<file path="src/rtl/spi_read.sv">
// SPI_READ: reads 1..4 bytes from an ILI9341-style panel over SPI mode 0.
// A read sends one command byte (D/CX low), an optional dummy SCLK period,
// and then shifts in the data bytes, first byte most significant.
module spi_read #(
    parameter int CLK_DIV = 4
) (
    input  logic        clk,
    input  logic        rst,
    input  logic        i_read_ena,
    input  logic [7:0]  i_cmd,
    input  logic [2:0]  i_nbytes,
    input  logic        i_dummy,
    input  logic        i_miso,
    output logic        o_cs_n,
    output logic        o_sclk,
    output logic        o_dc,
    output logic        o_mosi,
    output logic        o_busy,
    output logic        o_read_done,
    output logic [31:0] o_data
);

    localparam int HCW = $clog2(CLK_DIV + 1);
    localparam logic [HCW-1:0] HALF_RELOAD = HCW'(CLK_DIV - 1);

    typedef enum logic [2:0] {
        IDLE  = 3'd0,
        SETUP = 3'd1,
        CMD   = 3'd2,
        DUMMY = 3'd3,
        DATA  = 3'd4,
        HOLD  = 3'd5,
        DONE  = 3'd6
    } state_t;

    state_t          state_q, state_d;
    logic [HCW-1:0]  halfCnt_q, halfCnt_d;
    logic            phase_q, phase_d;
    logic [5:0]      bitCnt_q, bitCnt_d;
    logic [7:0]      cmdShift_q, cmdShift_d;
    logic [2:0]      nbytes_q, nbytes_d;
    logic            dummy_q, dummy_d;
    logic [31:0]     data_q, data_d;
    logic [5:0]      dataBitsLast;

    // A byte count of 0 means one byte; anything above 4 is limited to 4.
    function automatic logic [2:0] clampBytes(input logic [2:0] n);
        logic [2:0] r;
        if (n == 3'd0) begin
            r = 3'd1;
        end else if (n > 3'd4) begin
            r = 3'd4;
        end else begin
            r = n;
        end
        return r;
    endfunction

    // Index of the last data bit period (8N-1), used to load the bit counter.
    assign dataBitsLast = {nbytes_q, 3'b000} - 6'd1;

    // State and datapath registers, cleared asynchronously while rst is low.
    always_ff @(posedge clk or negedge rst) begin
        if (!rst) begin
            state_q    <= IDLE;
            halfCnt_q  <= '0;
            phase_q    <= 1'b0;
            bitCnt_q   <= '0;
            cmdShift_q <= '0;
            nbytes_q   <= 3'd1;
            dummy_q    <= 1'b0;
            data_q     <= '0;
        end else begin
            state_q    <= state_d;
            halfCnt_q  <= halfCnt_d;
            phase_q    <= phase_d;
            bitCnt_q   <= bitCnt_d;
            cmdShift_q <= cmdShift_d;
            nbytes_q   <= nbytes_d;
            dummy_q    <= dummy_d;
            data_q     <= data_d;
        end
    end

    // Next-state logic: half-period timing, bit counting and shift registers.
    always_comb begin
        state_d    = state_q;
        halfCnt_d  = halfCnt_q;
        phase_d    = phase_q;
        bitCnt_d   = bitCnt_q;
        cmdShift_d = cmdShift_q;
        nbytes_d   = nbytes_q;
        dummy_d    = dummy_q;
        data_d     = data_q;

        case (state_q)
            IDLE: begin
                if (i_read_ena) begin
                    state_d    = SETUP;
                    cmdShift_d = i_cmd;
                    nbytes_d   = clampBytes(i_nbytes);
                    dummy_d    = i_dummy;
                    data_d     = '0;
                    halfCnt_d  = HALF_RELOAD;
                    phase_d    = 1'b0;
                    bitCnt_d   = '0;
                end
            end

            SETUP: begin
                if (halfCnt_q == '0) begin
                    state_d   = CMD;
                    halfCnt_d = HALF_RELOAD;
                    phase_d   = 1'b0;
                    bitCnt_d  = 6'd7;
                end else begin
                    halfCnt_d = halfCnt_q - 1'b1;
                end
            end

            CMD, DUMMY, DATA: begin
                if (halfCnt_q != '0) begin
                    halfCnt_d = halfCnt_q - 1'b1;
                end else begin
                    halfCnt_d = HALF_RELOAD;
                    if (!phase_q) begin
                        // End of the low half: SCLK rises and MISO is sampled.
                        phase_d = 1'b1;
                        if (state_q == DATA) begin
                            data_d = {data_q[30:0], i_miso};
                        end
                    end else begin
                        // End of the high half: SCLK falls and a new bit begins.
                        phase_d = 1'b0;
                        if (bitCnt_q != '0) begin
                            bitCnt_d = bitCnt_q - 6'd1;
                            if (state_q == CMD) begin
                                cmdShift_d = {cmdShift_q[6:0], 1'b0};
                            end
                        end else begin
                            case (state_q)
                                CMD: begin
                                    if (dummy_q) begin
                                        state_d  = DUMMY;
                                        bitCnt_d = '0;
                                    end else begin
                                        state_d  = DATA;
                                        bitCnt_d = dataBitsLast;
                                    end
                                end
                                DUMMY: begin
                                    state_d  = DATA;
                                    bitCnt_d = dataBitsLast;
                                end
                                default: begin
                                    state_d  = HOLD;
                                    bitCnt_d = '0;
                                end
                            endcase
                        end
                    end
                end
            end

            HOLD: begin
                if (halfCnt_q == '0) begin
                    state_d = DONE;
                end else begin
                    halfCnt_d = halfCnt_q - 1'b1;
                end
            end

            DONE: begin
                state_d = IDLE;
            end

            default: begin
                state_d = IDLE;
            end
        endcase
    end

    // Output decode from the registered state, so reset forces idle levels at once.
    always_comb begin
        o_cs_n      = 1'b1;
        o_sclk      = 1'b0;
        o_dc        = 1'b1;
        o_mosi      = 1'b0;
        o_busy      = 1'b0;
        o_read_done = 1'b0;

        case (state_q)
            SETUP: begin
                o_cs_n = 1'b0;
                o_busy = 1'b1;
                o_mosi = cmdShift_q[7];
            end
            CMD: begin
                o_cs_n = 1'b0;
                o_busy = 1'b1;
                o_dc   = 1'b0;
                o_sclk = phase_q;
                o_mosi = cmdShift_q[7];
            end
            DUMMY, DATA: begin
                o_cs_n = 1'b0;
                o_busy = 1'b1;
                o_sclk = phase_q;
            end
            HOLD: begin
                o_cs_n = 1'b0;
                o_busy = 1'b1;
            end
            DONE: begin
                o_busy      = 1'b1;
                o_read_done = 1'b1;
            end
            default: begin
                o_cs_n = 1'b1;
            end
        endcase
    end

    assign o_data = data_q;

endmodule

</file>
<file path="config.mk">
export PLATFORM = sky130hd
export DESIGN_NAME = spi_read
export DESIGN_NICKNAME = d
export VERILOG_FILES = /design/src/rtl/spi_read.sv
export SDC_FILE = /design/constraint.sdc
export NUM_CORES = 1
export LEC_CHECK = 0
export ABC_AREA = 1
export CORE_MARGIN = 4
export CORE_UTILIZATION = 40
export CTS_CLUSTER_SIZE = 16
export DETAILED_ROUTE_END_ITERATION = 16
export PLACE_DENSITY = 0.71
export REMOVE_ABC_BUFFERS = 1
export SKIP_LAST_GASP = 1
export SYNTH_ARGS = -nofsm -noshare
export SYNTH_HDL_FRONTEND = slang
export SYNTH_SLANG_ARGS = --single-unit
</file>
<file path="constraint.sdc">
create_clock -name clk -period 2.4 [get_ports clk]
set_clock_uncertainty 0.05 [all_clocks]
set_input_delay 0.36 -clock clk [delete_from_list [all_inputs] [get_ports clk]]
set_output_delay 0.36 -clock clk [all_outputs]
set_load 0.03 [all_outputs]
</file>
==> metrics.md, run 1 <==
| Metric | Value |
|---|---|
| Count of cell types in the netlist | 34 |
| Die height | 97.6 um |
| Gate power share | 0.539 |
| Yosys warns | 0 |
| Critical path data required time | slightly below 2 ns |
| CP Max Fanout | 7 |
| Vias per cell | roughly 5 |
| Final setup viols | 0 |
| EDFF count, synth | 0 |
| I/O pins | 54 |
| RD Place Congestion | around 0.85 |
| DRC | 0 |
| Num rows | 32 |
| Postcts setup bufs | 0 |
| Antenna violations before repair | 1 |
| Clock transition at path regs | ~0.070 ns |
| Overflow after GRT | 0 |
| WS Path Type | flop to output pin |
| Final Hold Viols | 0 |
| Htree depth | 3 |
| RR Startpoint | state_q[1] |
| PnR worst setup slack | between 0.1 and 0.15 ns |
| CP max-delay cell | clkdlybuf4s50_1 |
| Dominant combinational cell family by area after synthesis | simple AND/OR/NAND/NOR gates |
| Period utilisation layout | 0.940 |
| Overall routing resource usage | 0.166 |
| Worst flop-to-flop path endpoint | o_data[13] |
| Post-route cell area | approximately 4000 um2 |
| Vias in the first global route | approximately 2800 |
| WL/cell | about 14 um |
| Final core occ | 0.517 |
| DP Wirelength | roughly 5200 um |
| Worst setup EP type | output pin |
| Area growth, synth to finish | 25.0% |
| Net Sw Power | about 2.5 mW |
| Top cells by area, synth | dfrtp_1, nand2_1, nand3_2 |
| TritonCTS Buffers | 9 |
| CP Launch Type | flop |
| Pin count of the biggest net entering global routing | 36 |
| Min Tclk post-route | ~2.3 ns |
| Reg2reg path depth | 9 |
| Internal power | around 2.5 mW |
| Hold Crit Class | flop to flop |
| DP Area | ~3800 um2 |
| Worst-Margin Slew | 0.563 ns |
| Hold path depth | 2 |
| Simple logic cell fraction of the synthesized area | 0.310 |
| CTS tree | built |
| Drt pass-1 iters | 4 |
| CTS max path bufs | 2 |
| Peak Freq | between 400 and 500 MHz |
| Synth Cell Area | approximately 3200 um2 |
| Adder-cell share of the synthesized area | 0.0273 |
| #FFs+latches synth | between 50 and 60 |
| Sw frac | 0.494 |
| DRT iter0 DRCs | 125 |
| Cells after synthesis | 380 |
| Outcome | finished clean |
| Detailed Route WL | ~7500 um |
| Post-synthesis mux area share | 0 |
| Port Buffer Count | 53 |
| Cell chain of the critical path | inv_2 -> nor2_4 -> nand2_1 -> clkdlybuf4s50_1 |
| Total negative slack | 0 ns |
| First-pass GRT wire length | 13100 um |
| Remaining antenna violation count after routing | 0 |
| Final Max Slew Viols | 0 |
| DR vias | ~2700 |
| Clock power share | 0.190 |
| CTS Sinks | 57 |
| Layout Cells excl Fill | roughly 540 |
| Worst hold slack | about 0.44 ns |
| Syn Area/Cell | between 8 and 9 um2 |
| Total power | ~5.0 mW |
| Synth Area in Compound Gates | 0.126 |
| Normalized max-slew margin | 0.625 |
| Hold path start | cmdShift_q[4] |
| Pwr/cell area | 1260 nW/um2 |
| Final net count | around 460 |
| Diode count | 0 |
| Die area | 9520 um2 |
| Share of layout cells above drive strength 1 | 0.184 |
| Synth top area share | 0.436 |
| Sequential fraction of the synthesis area | 0.445 |
| Worst reg2reg setup slack | about 0.31 ns |
| Leakage | between 1.5 and 2 nW |
| Dpl cells | 525 |
| Flop pwr share | 0.271 |
| Hold EP | cmdShift_q[4] |
| Core Area | about 7800 um2 |
| Die W | slightly below 100 um |
| Dominant synthesized flop cell | dfrtp_1 |
| Starting Density | 0.413 |
| Xor/xnor share of the synthesized area | 0.00546 |
| Clk_lat worst skew | between 0.3 and 0.4 ns |
| CTS root buf | clkbuf_8 |
| DP Worst Slack | between 0.15 and 0.2 ns |
| Max cap viols | 0 |
| Worst VDD drop | about 0.47 mV |
| Worst EP arrival | ~1.9 ns |
| RSZ-0062 raised after global routing | false |
| Max stage delay on crit path | 0.62 ns |
| Top cell type by total area after synthesis | dfrtp_1 |
| Async SR Flop Fraction | 1.00 |
==> cell type report <==
class                           count  area, um2
Sequential cell                    57       1430
Clock buffer                       11        151
Tap cell                          102        128
Fill cell                         765       3750
Inverter                           35        131
Multi-Input combinational cell    271       1510
Clock inverter                      5       62.6
Timing Repair Buffer               61        603
==> critical path, delay by kind of cell, from the launching register on <==
family,cells,cell delay [ns]
buffers and inverters,2,0.74
DFF,1,0.49
and+or+nand+nor,2,0.27
==> flip-flops by register name, indices dropped and copies added, names as in the netlist <==
name / count
dummy_q: 1
halfCnt_q: 3
state_q: 3
bitCnt_q: 6
o_data: 32
cmdShift_q: 8
phase_q: 1
nbytes_q: 3
==> worst max path at each step <==
stage | start | end | slack, ns | cells after the start
after floorplan | state_q[0] | o_data[0] | -0.26 | 8
after global placement | state_q[2] | o_cs_n | 0.20 | 4
after detailed placement | state_q[2] | o_cs_n | 0.18 | 4
after CTS | state_q[1] | o_mosi | 0.11 | 5
after global routing | state_q[1] | o_dc | 0.009 | 4
final | state_q[1] | o_dc | 0.14 | 4
==> synth_stat cells, types with 2 or more instances <==
cell / instances
buf_4: 4
a31oi_1: 2
nor2_1: 15
o21ai_1: 25
a21oi_1: 5
nand2_4: 2
nand4_1: 2
o21ai_0: 35
a21boi_0: 2
o211ai_1: 2
o21a_1: 2
inv_2: 4
nand2_1: 101
inv_1: 31
nand3_2: 32
nand2_2: 2
buf_2: 8
nand3_1: 20
dfrtp_1: 56
ha_1: 7
or2_2: 7
nor2_2: 2
buf_12: 3
==> power by group through the flow <==
stage               registers [mW]  logic (mW)  clock network [mW]
finish                        1.36        2.72               0.958
global route                  1.39        3.06                1.02
CTS                           1.36        2.73               0.981
detailed placement            1.37        2.74                   0
global placement              1.36        2.72                   0
floorplan                     1.36        1.88                   0
==> kinds of logic (layout without fill, tap and decap cells) <==
kind of cell / after synthesis / in the layout
adders and majority gates: 7 / 7
buffers and inverters: 52 / 112
DFF: 57 / 57
AOI/OAI and AO/OA: 76 / 76
xor gates and xnor gates: 2 / 2
and+or+nand+nor: 186 / 186
==> timing repair <==
action	CTS	global route
resized for setup	5	3
gates cloned	0	0
setup endpoints to repair	3	1
hold buffers	1	0
endpoints found under the hold margin	22	0
==> routing by layer <==
layer  global-route usage  routed length [um]
met3               0.0689                 408
met1                0.213                3440
met5                    0                  13
met4               0.0362                  41
met2                0.262                3560
==> cell usage in the layout, fill, tap and decap left out, types with 2 or more instances in the layout <==
cell,instances
o21a_1,2
nand2_2,2
nor2_2,2
nand3_2,32
a31oi_1,2
o211ai_1,2
nand3_1,20
inv_1,31
o21ai_1,25
buf_4,6
ha_1,7
clkinvlp_4,2
clkbuf_8,11
a21boi_0,2
nand2_4,2
dfrtp_1,54
dlygate4sd2_1,2
nand2_1,101
buf_12,2
inv_2,4
nor2_1,15
o21ai_0,35
nand4_1,2
a21oi_1,5
dfrtp_2,2
clkdlybuf4s50_1,48
or2_2,7
Power figures use the tool's default switching activity.
==> run 2: changes to the inputs <==
- CELL_PAD_IN_SITES_DETAIL_PLACEMENT: unset -> 0
- CELL_PAD_IN_SITES_GLOBAL_PLACEMENT: unset -> 1
- CTS_CLUSTER_SIZE: 16 -> 14
- PLACE_DENSITY: 0.71 -> unset
- PLACE_DENSITY_LB_ADDON: unset -> 0.1
==> run 2 against run 1 <==
Die area stayed put. Critical endpoint is now o_read_done. Routed wire length is 0.46% lower. Clock power is 8% higher. Register-to-register slack better by 0.06 ns. Global-route usage is 0.16 points higher. Sequential share of layout area is 0.14 points lower. Total power is 1.6% higher. Setup slack worse by 0.056 ns. Cell area is 0.22% higher.
==> metrics.md, run 2 (synthesis gave the netlist of run 1 again) <==
| Metric | Value |
|---|---|
| Die W | around 100 um |
| Max cap viols | 0 |
| Pwr/cell area | approximately 1300 nW/um2 |
| Worst-Margin Slew | about 0.74 ns |
| Detailed Route WL | around 7400 um |
| FILL cells | roughly 770 |
| Share of layout cells above drive strength 1 | 0.184 |
| Most frequent cells in the layout | nand2_1, dfrtp_1, clkdlybuf4s50_1 |
| Peak Freq | 433 MHz |
| CTS max path bufs | 2 |
| Outcome | finished clean |
| Drt pass-1 iters | 4 |
| WL/cell | ~14 um |
| TritonCTS Buffers | 9 |
| Remaining antenna violation count after routing | 0 |
| Antenna violations before repair | 0 |
| Core Area | between 7000 and 8000 um2 |
| RSZ-0062 raised after global routing | false |
| Vias in the first global route | 2665 |
| Die height | 97.6 um |
| Final Hold Viols | 0 |
| WS Path Type | flop to output pin |
| RD Place Congestion | 0.870 |
| Port Buffer Count | 53 |
| Num rows | 32 |
| Final net count | between 400 and 500 |
| DR vias | between 2000 and 3000 |
| Final setup viols | 0 |
| CTS root buf | clkbuf_8 |
| Cts hold-fix bufs | 0 |
| Overall routing resource usage | 0.167 |
| Critical path data required time | between 1.5 and 2 ns |
| Hold Crit Class | primary input to async pin |
| CP Max Fanout | 7 |
| DRT iter0 DRCs | 78 |
| Period utilisation layout | 0.963 |
| Clock transition at path regs | ~0.070 ns |
| Starting Density | 0.413 |
| I/O pins | between 50 and 60 |
| Normalized max-slew margin | 0.508 |
| Clk_lat worst skew | about 0.33 ns |
| Die area | ~9500 um2 |
| Overflow after GRT | 0 |
| Max FFs per register | 32 |
| Vias per cell | between 4 and 5 |
| DP Wirelength | just over 5000 um |
| Total negative slack | 0 ns |
| Worst VDD drop | 0.808 mV |
| Most common cell after layout, fill and taps aside | nand2_1 |
| Worst setup EP type | output pin |
| Min Tclk post-route | 2.31 ns |
| Leakage | roughly 2.0 nW |
| Worst EP arrival | 1.90 ns |
| First-pass GRT wire length | 13000 um |
| DRC | 0 |
| Diode count | 0 |
| Total power | ~5.1 mW |
| Pin count of the biggest net entering global routing | 58 |
| Htree depth | 3 |
| Area growth, synth to finish | 25.3% |
| CTS Sinks | 57 |
| CTS tree | built |
| CP Launch Type | flop |
| Final Max Slew Viols | 0 |
## run 2: what timing repair did
item | 4_1_cts | 5_1_grt
setup endpoints to repair | 2 | 2
resized for setup | 2 | 4
pin swaps | 0 | 0
buffers inserted | 0 | 0
## run 2: worst paths after layout
check	start	endpoint	slack (ns)	depth (start not counted)
worst max-delay path	state_q[0]	o_read_done	0.09	3
worst max register to register	state_q[1]	o_data[4]	0.37	9
max in group asynchronous	rst	o_data[16]	1.69	2
min in group clk	cmdShift_q[2]	cmdShift_q[2]	0.44	2
worst min-delay path	rst	halfCnt_q[2]	0.12	2
worst min register to register	cmdShift_q[2]	cmdShift_q[2]	0.44	2
## run 2: area by class of cell
| type | count | area [um2] | share of cell area |
|---|---|---|---|
| Multi-Input combinational cell | 271 | 1510 | 0.375 |
| Sequential cell | 57 | 1430 | 0.355 |
| Timing Repair Buffer | 62 | 599 | 0.149 |
| Clock buffer | 11 | 151 | 0.0376 |
| Inverter | 35 | 131 | 0.0327 |
| Tap cell | 102 | 128 | 0.0317 |
| Clock inverter | 5 | 77.6 | 0.0193 |
## run 2: worst max-delay path: stages, from the launching register on
cell	delay, ns
dfrtp_1	0.46
buf_4	0.19
nor3_1	0.21
clkdlybuf4s50_1	0.70
## run 2: power by group
group	total [mW]	leakage, nW	internal (mW)	switching, mW
sequential	1.33	0.757	1.18	0.153
clock	1.03	0.115	0.638	0.397
combinational	2.75	1.09	0.849	1.90
## run 2: layer usage
metal  track usage  part of all wire  routed length, um  vias up
li1              -                 -                  -     1362
met1         0.218              0.47               3490     1228
met2         0.261              0.47               3450       43
met3        0.0467             0.049                367        7
met4        0.0692             0.015                111        0
met5             0                 0                  0        -
## run 2: stage by stage
stage	cells	area, um2	util	setup WS, ns	hold WS (ns)
after floorplan	363	3070	-	-0.258	0.0144
after global placement	527	3800	0.489	0.244	0.413
after detailed placement	527	3800	0.489	0.237	0.424
after CTS	543	4020	0.518	0.00259	0.145
after global routing	543	4020	0.518	0.00773	0.199
final	543	4020	0.518	0.0883	0.116
